$ cat src/rtl/mc_main_controller_pkg.sv
// Shared constants and types for the multicycle main controller: opcodes, ALU op codes,
// mux select codes, FSM state encodings and the decoded control vector.
package mc_main_controller_pkg;

    // Opcode field values (instr[31:26])
    localparam logic [5:0] OP_RTYPE = 6'b000000;
    localparam logic [5:0] OP_LW    = 6'b100011;
    localparam logic [5:0] OP_SW    = 6'b101011;
    localparam logic [5:0] OP_BEQ   = 6'b000100;
    localparam logic [5:0] OP_ADDI  = 6'b001000;
    localparam logic [5:0] OP_J     = 6'b000010;

    // alu_op codes understood by alu_decoder
    localparam logic [1:0] ALU_OP_ADD   = 2'b00;
    localparam logic [1:0] ALU_OP_SUB   = 2'b01;
    localparam logic [1:0] ALU_OP_FUNCT = 2'b10;

    // ALU operand B select
    localparam logic [1:0] SRC_B_REG    = 2'b00;
    localparam logic [1:0] SRC_B_FOUR   = 2'b01;
    localparam logic [1:0] SRC_B_IMM    = 2'b10;
    localparam logic [1:0] SRC_B_IMM_SH = 2'b11;

    // PC source select
    localparam logic [1:0] PC_SRC_ALU    = 2'b00;
    localparam logic [1:0] PC_SRC_ALUOUT = 2'b01;
    localparam logic [1:0] PC_SRC_JUMP   = 2'b10;

    typedef enum logic [3:0] {
        StFetch  = 4'd0,
        StDecode = 4'd1,
        StMemAdr = 4'd2,
        StMemRd  = 4'd3,
        StMemWb  = 4'd4,
        StMemWr  = 4'd5,
        StExec   = 4'd6,
        StAluWb  = 4'd7,
        StBranch = 4'd8,
        StAddiEx = 4'd9,
        StAddiWb = 4'd10,
        StJump   = 4'd11
    } state_e;

    // Per-state control vector. pc_write_rdy and ir_write are qualified by mem_ready,
    // branch by zero, in the top level.
    typedef struct packed {
        logic       iord;
        logic       mem_read;
        logic       mem_write;
        logic       ir_write;
        logic       reg_dst;
        logic       mem_to_reg;
        logic       reg_write;
        logic       alu_src_a;
        logic [1:0] alu_src_b;
        logic [1:0] alu_op;
        logic [1:0] pc_src;
        logic       pc_write;
        logic       pc_write_rdy;
        logic       branch;
    } ctrl_t;

    localparam int unsigned CTRL_W = $bits(ctrl_t);

endpackage

$ cat src/rtl/mc_ctrl_outdec.sv
// Pure state -> control vector decode for the multicycle main controller.
module mc_ctrl_outdec
    import mc_main_controller_pkg::*;
(
    input  logic [3:0]        state,
    output logic [CTRL_W-1:0] ctrl
);

    ctrl_t c;

    // Decode each state's strobes; anything not set stays 0, unknown encodings give all 0.
    always_comb begin
        c = '0;
        case (state_e'(state))
            StFetch: begin
                c.mem_read     = 1'b1;
                c.ir_write     = 1'b1;
                c.alu_src_b    = SRC_B_FOUR;
                c.alu_op       = ALU_OP_ADD;
                c.pc_src       = PC_SRC_ALU;
                c.pc_write_rdy = 1'b1;
            end
            StDecode: begin
                c.alu_src_b = SRC_B_IMM_SH;  // branch target precompute
                c.alu_op    = ALU_OP_ADD;
            end
            StMemAdr, StAddiEx: begin
                c.alu_src_a = 1'b1;
                c.alu_src_b = SRC_B_IMM;
                c.alu_op    = ALU_OP_ADD;
            end
            StMemRd: begin
                c.iord     = 1'b1;
                c.mem_read = 1'b1;
            end
            StMemWb: begin
                c.mem_to_reg = 1'b1;
                c.reg_write  = 1'b1;
            end
            StMemWr: begin
                c.iord      = 1'b1;
                c.mem_write = 1'b1;
            end
            StExec: begin
                c.alu_src_a = 1'b1;
                c.alu_src_b = SRC_B_REG;
                c.alu_op    = ALU_OP_FUNCT;
            end
            StAluWb: begin
                c.reg_dst   = 1'b1;
                c.reg_write = 1'b1;
            end
            StBranch: begin
                c.alu_src_a = 1'b1;
                c.alu_src_b = SRC_B_REG;
                c.alu_op    = ALU_OP_SUB;
                c.pc_src    = PC_SRC_ALUOUT;
                c.branch    = 1'b1;
            end
            StAddiWb: begin
                c.reg_write = 1'b1;
            end
            StJump: begin
                c.pc_src   = PC_SRC_JUMP;
                c.pc_write = 1'b1;
            end
            default: c = '0;
        endcase
    end

    assign ctrl = c;

endmodule

$ cat src/rtl/mc_main_controller.sv
// Multicycle main control FSM: sequences fetch/decode/execute/writeback over a shared
// ALU/memory datapath, waits on mem_ready and counts retired instructions.
module mc_main_controller
    import mc_main_controller_pkg::*;
#(
    parameter int unsigned OP_W  = 6,
    parameter int unsigned CNT_W = 32
) (
    input  logic             clk,
    input  logic             rst,
    input  logic [OP_W-1:0]  opcode,
    input  logic             zero,
    input  logic             mem_ready,
    output logic             iord,
    output logic             mem_read,
    output logic             mem_write,
    output logic             ir_write,
    output logic             reg_dst,
    output logic             mem_to_reg,
    output logic             reg_write,
    output logic             alu_src_a,
    output logic [1:0]       alu_src_b,
    output logic [1:0]       alu_op,
    output logic [1:0]       pc_src,
    output logic             pc_en,
    output logic             illegal_op,
    output logic [CNT_W-1:0] retired
);

    state_e            state_q, state_d;
    logic [CNT_W-1:0]  cnt_q;
    logic              retire;
    logic              illegal;
    logic [CTRL_W-1:0] ctrl_vec;
    ctrl_t             ctrl;

    mc_ctrl_outdec u_outdec (
        .state (state_q),
        .ctrl  (ctrl_vec)
    );

    assign ctrl = ctrl_t'(ctrl_vec);

    // Next-state selection, retire strobe on leaving a final state, illegal-opcode detect.
    always_comb begin
        state_d = state_q;
        retire  = 1'b0;
        illegal = 1'b0;
        case (state_q)
            StFetch:  if (mem_ready) state_d = StDecode;
            StDecode: begin
                case (opcode)
                    OP_LW, OP_SW: state_d = StMemAdr;
                    OP_RTYPE:     state_d = StExec;
                    OP_BEQ:       state_d = StBranch;
                    OP_ADDI:      state_d = StAddiEx;
                    OP_J:         state_d = StJump;
                    default: begin
                        state_d = StFetch;
                        illegal = 1'b1;
                    end
                endcase
            end
            StMemAdr: begin
                if (opcode == OP_LW)      state_d = StMemRd;
                else if (opcode == OP_SW) state_d = StMemWr;
                else                      state_d = StFetch;
            end
            StMemRd:  if (mem_ready) state_d = StMemWb;
            StMemWr: begin
                if (mem_ready) begin
                    state_d = StFetch;
                    retire  = 1'b1;
                end
            end
            StExec:   state_d = StAluWb;
            StAddiEx: state_d = StAddiWb;
            StMemWb, StAluWb, StBranch, StAddiWb, StJump: begin
                state_d = StFetch;
                retire  = 1'b1;
            end
            default:  state_d = StFetch;
        endcase
    end

    // State and retired-instruction counter; reset abandons any instruction in flight.
    always_ff @(posedge clk) begin
        if (rst) begin
            state_q <= StFetch;
            cnt_q   <= '0;
        end else begin
            state_q <= state_d;
            if (retire) cnt_q <= cnt_q + CNT_W'(1);
        end
    end

    // Output drive; reset forces every output low in the same cycle.
    always_comb begin
        iord       = 1'b0;
        mem_read   = 1'b0;
        mem_write  = 1'b0;
        ir_write   = 1'b0;
        reg_dst    = 1'b0;
        mem_to_reg = 1'b0;
        reg_write  = 1'b0;
        alu_src_a  = 1'b0;
        alu_src_b  = 2'b00;
        alu_op     = 2'b00;
        pc_src     = 2'b00;
        pc_en      = 1'b0;
        illegal_op = 1'b0;
        retired    = '0;
        if (!rst) begin
            iord       = ctrl.iord;
            mem_read   = ctrl.mem_read;
            mem_write  = ctrl.mem_write;
            ir_write   = ctrl.ir_write & mem_ready;
            reg_dst    = ctrl.reg_dst;
            mem_to_reg = ctrl.mem_to_reg;
            reg_write  = ctrl.reg_write;
            alu_src_a  = ctrl.alu_src_a;
            alu_src_b  = ctrl.alu_src_b;
            alu_op     = ctrl.alu_op;
            pc_src     = ctrl.pc_src;
            pc_en      = ctrl.pc_write | (ctrl.pc_write_rdy & mem_ready) | (ctrl.branch & zero);
            illegal_op = illegal;
            retired    = cnt_q;
        end
    end

endmodule

$ cat config.mk
export PLATFORM = sky130hd
export DESIGN_NAME = mc_main_controller
export DESIGN_NICKNAME = d
export VERILOG_FILES = /design/src/rtl/mc_main_controller_pkg.sv /design/src/rtl/mc_ctrl_outdec.sv /design/src/rtl/mc_main_controller.sv
export SDC_FILE = /design/constraint.sdc
export NUM_CORES = 1
export LEC_CHECK = 0
export ABC_AREA = 0
export CORE_ASPECT_RATIO = 1.1
export CORE_MARGIN = 3
export CORE_UTILIZATION = 45
export CTS_BUF_LIST = sky130_fd_sc_hd__clkbuf_16
export DETAILED_ROUTE_END_ITERATION = 16
export HOLD_SLACK_MARGIN = 0.12
export PLACE_DENSITY_LB_ADDON = 0.25
export SLEW_MARGIN = 20
export SYNTH_ARGS = -nofsm -noshare
export SYNTH_HDL_FRONTEND = slang
export SYNTH_HIERARCHICAL = 1
export SYNTH_SLANG_ARGS = --single-unit
$ cat constraint.sdc
create_clock -name clk -period 2 [get_ports clk]
set_clock_uncertainty 0.1 [all_clocks]
set_input_delay 0.2 -clock clk [delete_from_list [all_inputs] [get_ports clk]]
set_output_delay 0.2 -clock clk [all_outputs]
set_load 0.03 [all_outputs]
==> qor.txt, run 1 <==
Placer Congestion -> 0.838
Seq/Total Area, Yosys -> 30.2%
drt wl/cell -> 12.9 um
status -> complete, no violations
mean post-synth cell area -> 7.59 um^2
Seq pwr share -> 44.0%
clock share of power -> 45.4%
Post-Synth XOR/XNOR Area -> 5.14%
commonest cells in the netlist -> nor2b_1 (39), dfxtp_1 (36), nor2_1 (35), a21oi_1 (20), nand2_1 (19)
fin crit share -> 97.5%
PortBufs -> 57
CP Launch Type -> register
final wirelength -> 6100 um
Net Sw Power -> 0.000391 W
leading area contributor after synthesis -> dfxtp_1
largest family of logic cells by synthesized area -> simple AND/OR/NAND/NOR gates
yosys warns -> 6
DRT Pass-1 Iters -> 4
n_diodes -> 0
slew margin rel. -> 72.5%
internal power -> 0.00125 W
compound-gate portion of the synthesized area -> 13.9%
Synthesized Nets -> 325
routed vias -> 2,525
pin count of the biggest net entering global routing -> 74
first-pass GRT wire length -> 10,200 um
Most used DFF post-synth -> dfxtp_1
Skew-Pair Late Insertion Delay -> 0.28 ns
# DRC -> 0
Reg clk slew, reported paths -> 0.05 ns
share of cells above drive strength 1 -> 27.8%
Final Critical Period -> 1.95 ns
Fillers -> 435
vias in the first global route -> 2,366
total grt overflow -> 0
initial drt markers -> 97
FF/Latch Area -> 739 um^2
switch share -> 23.9%
Setup WS pre-CTS -> -0.463 ns
clock buffer depth -> 2
Setup CP Type -> reg -> reg
Placeable Area -> 5070 um^2
Hold Vio Cnt, Final -> 0
Max Cap Viol -> 0
via/cell ratio -> 5.35
critical path data arrival time -> 2.07 ns
met2 Use GR -> 37.7%
CTS tree -> done
Initial Util -> 47.0%
Hold Crit Class -> in -> reg
HPWL Detailed -> 4400 um
unrepaired setup endpoints after global routing -> true
CTS sink cnt -> 36
pwr/cell area -> 461 nW/um^2
Setup WS post-layout -> 0.0499 ns
number of H-tree levels -> 2
# setup viols final -> 0
Total Routing Usage GR -> 20.7%
Routed Antenna Nets -> 0
Die Ht -> 82.3 um
io pins -> 58
die area -> 6210 um^2
Synth Area in Simple Gates -> 41.4%
Core Rows -> 27
grt peak-use layer -> met2
Final Power -> 0.00164 W
initial antenna violation count -> 0
Combinational Power Share -> 10.6%
area occupied by multi-input gates -> 1570 um^2
Gate Count Post-Synth -> 314
root buf cell -> clkbuf_16
Adder-Cell Fraction of Synth Area -> 0.525%
worst vdd ir -> 0.000324 V
multiplexer share of the synthesized area -> 1.84%
async set-reset flop share out of synthesis -> 0%
dpl cell area -> 3280 um^2
Die Wd -> 75.4 um
required time of the critical path -> 2.12 ns
number of enable flip-flop cells after synthesis -> 0
Area contributors post-synth -> dfxtp_1 (30%), nor2b_1 (10%), nor2_1 (5.5%), or4_1 (4.7%), a21oi_1 (4.2%)
synthesized area -> 2380 um^2
final non-filler cell area -> 3550 um^2
max frequency -> 513 MHz
post-layout net count -> 424
Final Max Tran Viols -> 0
Worst setup EP type -> register
Least-Margin Pin Slew -> 0.408 ns
GR Layer Usage met3 -> 3.51%
TritonCTS buffer count -> 5
most frequent cell after synthesis -> nor2b_1
Area growth syn-to-layout -> 49.1%
top cell type's share of synthesized area -> 30.2%
critical path fanouts, max -> 7
number of synthesized register bits -> 36
Cell variety after synth -> 48
Pleak -> 1.35 nW
grt met1 use -> 23.8%
## repair_timing
action	4_1_cts	5_1_grt
setup buffers	1	2
setup endpoints to repair	11	20
pin swaps	1	8
resized for setup	10	35
gates cloned	0	1
hold buffers	0	0
hold endpoints to repair	0	0
## flip-flops by register name, indices dropped and copies added (netlist names)
name	count
cnt_q	32
state_q	4
## power by group through the flow
| stage | Combinational (W) | Sequential [W] | Clock (W) |
|---|---|---|---|
| 2_1_floorplan | 0.0000944 | 0.000739 | 0 |
| 3_3_place_gp | 0.000165 | 0.000738 | 0 |
| 3_5_place_dp | 0.000167 | 0.000739 | 0 |
| 4_1_cts | 0.000168 | 0.000723 | 0.000758 |
| 5_1_grt | 0.000189 | 0.000722 | 0.000791 |
| 6_report | 0.000173 | 0.000722 | 0.000744 |
## stage by stage
step                      std cells  setup TNS [ns]  hold WS (ns)  utilization [%]
final                           472               0         0.248             70.1
after detailed placement        460           -2.28         0.377             64.7
after global placement          460           -1.84         0.358             64.7
after global routing            472          -0.485         0.276             70.1
after CTS                       469          -0.104         0.244             67.9
after floorplan                 314               0         0.271                -
## metal layers
layer / vias to the layer above / routed length [um]
met2: 47 / 3120
met1: 1156 / 2700
li1: 1312 / -
met4: 0 / 98
met5: - / 0
met3: 10 / 170
## cell families after synthesis
family	count (synthesis)
AND/OR/NAND/NOR	173
AO/OA/AOI/OAI	54
flip-flops	36
buffers and inverters	32
XOR/XNOR	14
multiplexers	4
adder cells (fa/ha/maj)	1
## worst max-delay path, cell delays in order, from the launching register on
cell and delay, ns:
dfxtp_2 0.33, and4_4 0.25, nand3_4 0.08, or3_4 0.40, buf_6 0.14, or4_4 0.47
a21oi_2 0.11
## cells in the final DEF, fill, tap and decap left out, drive strengths merged, types with 2 or more instances in the layout
master,instances
nor2b,39
inv,9
dfxtp,36
or4,15
o211ai,2
nand2b,9
nor2,35
o22ai,2
nor3,10
xor2,11
or3,5
and3,2
and4b,2
o21ai,12
nand2,19
nand3,12
o31ai,12
buf,74
xnor2,3
clkdlybuf4s50,37
or3b,2
a21oi,21
a31oi,2
nand4,10
mux2,3
dlymetal6s2s,3
and4,3
nor4,4
clkbuf,5
## worst paths after layout
path / cells past startpoint / slack, ns / start / to
worst min-delay path: 3 / 0.25 / rst / state_q[1]$_SDFFE_PP0P_
worst max-delay path: 6 / 0.05 / cnt_q[13]$_SDFFE_PP0P_ / cnt_q[28]$_SDFFE_PP0P_
worst min register to register: 2 / 0.38 / cnt_q[30]$_SDFFE_PP0P_ / cnt_q[30]$_SDFFE_PP0P_
worst max register to register: 6 / 0.05 / cnt_q[13]$_SDFFE_PP0P_ / cnt_q[28]$_SDFFE_PP0P_
## layout make-up
type                    count  share of cell area (%)
multi-input cells         246                    44.2
repair buffers            116                    28.2
flip-flops and latches     36                    20.8
clock buffers               5                    3.52
well taps                  58                    2.04
inverters                   8                   0.845
clock inverters             3                   0.422
No activity file was read; power rests on OpenSTA's default activity.
==> inputs of run 2 (changes only) <==
--- a/config.mk
+++ b/config.mk
@@ -9,7 +9,6 @@
 export CORE_ASPECT_RATIO = 1.1
 export CORE_MARGIN = 3
 export CORE_UTILIZATION = 45
-export CTS_BUF_LIST = sky130_fd_sc_hd__clkbuf_16
 export DETAILED_ROUTE_END_ITERATION = 16
 export HOLD_SLACK_MARGIN = 0.12
 export PLACE_DENSITY_LB_ADDON = 0.25
==> qor.txt, run 2 (synthesis results as in run 1) <==
CP startpoint -> state_q[1]$_SDFFE_PP0P_
Core Rows -> 27
CTS sink cnt -> 36
biggest regs -> cnt_q (32), state_q (4)
final std cells w/o fill -> 474
io pins -> 58
met2 Use GR -> 36.8%
Skew-Pair Late Insertion Delay -> 0.29 ns
# DRC -> 0
Placeable Area -> 5070 um^2
Reg clk slew, reported paths -> 0.07 ns
Worst setup EP type -> register
die area -> 6210 um^2
# setup viols final -> 0
Setup CP Type -> reg -> reg
Final Max Tran Viols -> 0
total grt overflow -> 0
dpl cell area -> 3280 um^2
cts hold-fix bufs -> 0
first-pass GRT wire length -> 10,200 um
final non-filler cell area -> 3610 um^2
pin count of the biggest net entering global routing -> 74
required time of the critical path -> 2.12 ns
slew margin rel. -> 72.0%
Hold Vio Cnt, Final -> 0
Pleak -> 1.38 nW
root buf cell -> clkbuf_8
Total Routing Usage GR -> 20.7%
HPWL Detailed -> 4400 um
routed vias -> 2,550
Die Wd -> 75.4 um
initial antenna violation count -> 0
status -> complete, no violations
most common cell after layout, fill and taps aside -> buf_4
worst vdd ir -> 0.000287 V
Routed Antenna Nets -> 0
largest reg by FF count -> cnt_q
via/cell ratio -> 5.38
placed cells -> 460
fin crit share -> 97.6%
n_diodes -> 0
most frequent cells in the layout -> buf_4 (68), nor2b_1 (39), clkdlybuf4s50_1 (36)
grt peak-use layer -> met2
clock buffer depth -> 2
pwr/cell area -> 398 nW/um^2
R2R Path Start -> state_q[1]$_SDFFE_PP0P_
CTS tree -> done
share of cells above drive strength 1 -> 30.5%
DRT Pass-1 Iters -> 4
vias in the first global route -> 2,344
Final Critical Period -> 1.95 ns
grt met1 use -> 25.0%
drt wl/cell -> 13.1 um
Hold Crit Class -> in -> reg
CP Launch Type -> register
final wirelength -> 6220 um
post-route setup TNS -> 0 ns
r2r setup slk -> 0.05 ns
CP max-delay cell -> or4_1
TritonCTS buffer count -> 5
critical path data arrival time -> 2.07 ns
Least-Margin Pin Slew -> 0.409 ns
number of H-tree levels -> 2
Max Cap Viol -> 0
PortBufs -> 57
GR Layer Usage met3 -> 3.15%
Crit path largest cell delay -> 0.49 ns
max frequency -> 512 MHz
Die Ht -> 82.3 um
Initial Util -> 47.0%
Placer Congestion -> 0.838
initial drt markers -> 86
critical path fanouts, max -> 10
unrepaired setup endpoints after global routing -> true
Area growth syn-to-layout -> 51.5%
cells along the critical path -> and2b_1, o22ai_4, nand3_4, buf_4, or4_1, a21oi_1
max reg flops -> 32
Hold Path Origin -> rst
post-layout net count -> 426
==> run 2: changes by cell type in the layout (fill, tap and decap cells not counted), sizes merged <==
cell           previous run  this run
clkdlybuf4s50            37        36
dlymetal6s2s              3         4
clkinv                    1         0
clkbuf                    5         9
buf                      74        75
inv                       9         8
clkdlybuf4s15             1         0
==> run 2: path summary, 6_finish.rpt <==
| check | to | cells after the start |
|---|---|---|
| worst max-delay path | cnt_q[25]$_SDFFE_PP0P_ | 6 |
| worst min-delay path | state_q[1]$_SDFFE_PP0P_ | 3 |
| worst max register to register | cnt_q[25]$_SDFFE_PP0P_ | 6 |
| worst min register to register | cnt_q[19]$_SDFFE_PP0P_ | 2 |
==> run 2: what timing repair did <==
item,CTS,global route
pin swaps,0,17
gates resized for setup,10,55
setup endpoints to repair,11,21
setup buffers,0,5
cloned,0,1
==> run 2: metrics by stage <==
step | setup slack (ns) | hold WS (ns) | power (W) | utilization, %
2_1_floorplan | 0.0155 | 0.271 | 0.000833 | -
3_3_place_gp | -0.446 | 0.358 | 0.000903 | 64.7
3_5_place_dp | -0.463 | 0.377 | 0.000906 | 64.7
4_1_cts | -0.104 | 0.230 | 0.00145 | 66.8
5_1_grt | -0.0495 | 0.258 | 0.00150 | 71.3
6_report | 0.0470 | 0.236 | 0.00144 | 71.3
==> run 2: cell type report <==
type / count / area [um^2]
well taps: 58 / 72.6
clock inverters: 1 / 7.51
repair buffers: 118 / 1030
clock buffers: 7 / 86.3
inverters: 8 / 30.0
flip-flops and latches: 36 / 741
multi-input cells: 246 / 1640
fillers: 419 / 1460
==> run 2: report_power, final <==
part / switching, W / total [W] / internal [W] / leakage (nW)
sequential: 0.00000413 / 0.000720 / 0.000716 / 0.297
combinational: 0.0000962 / 0.000176 / 0.0000794 / 1.04
clock: 0.000262 / 0.000542 / 0.000280 / 0.0445
total: 0.000362 / 0.00144 / 0.00108 / 1.38
==> run 2: metal layers <==
metal	vias to the layer above	routed length (um)
met5	-	0
met2	50	3220
li1	1306	-
met4	0	98
met1	1185	2700
met3	9	194
==> run 2: critical path, delay by kind of cell, from the launching register on <==
kind                   cells  cell delay [ns]
AND/OR/NAND/NOR            3             0.84
flip-flops                 1             0.38
AO/OA/AOI/OAI              2             0.38
buffers and inverters      1             0.18
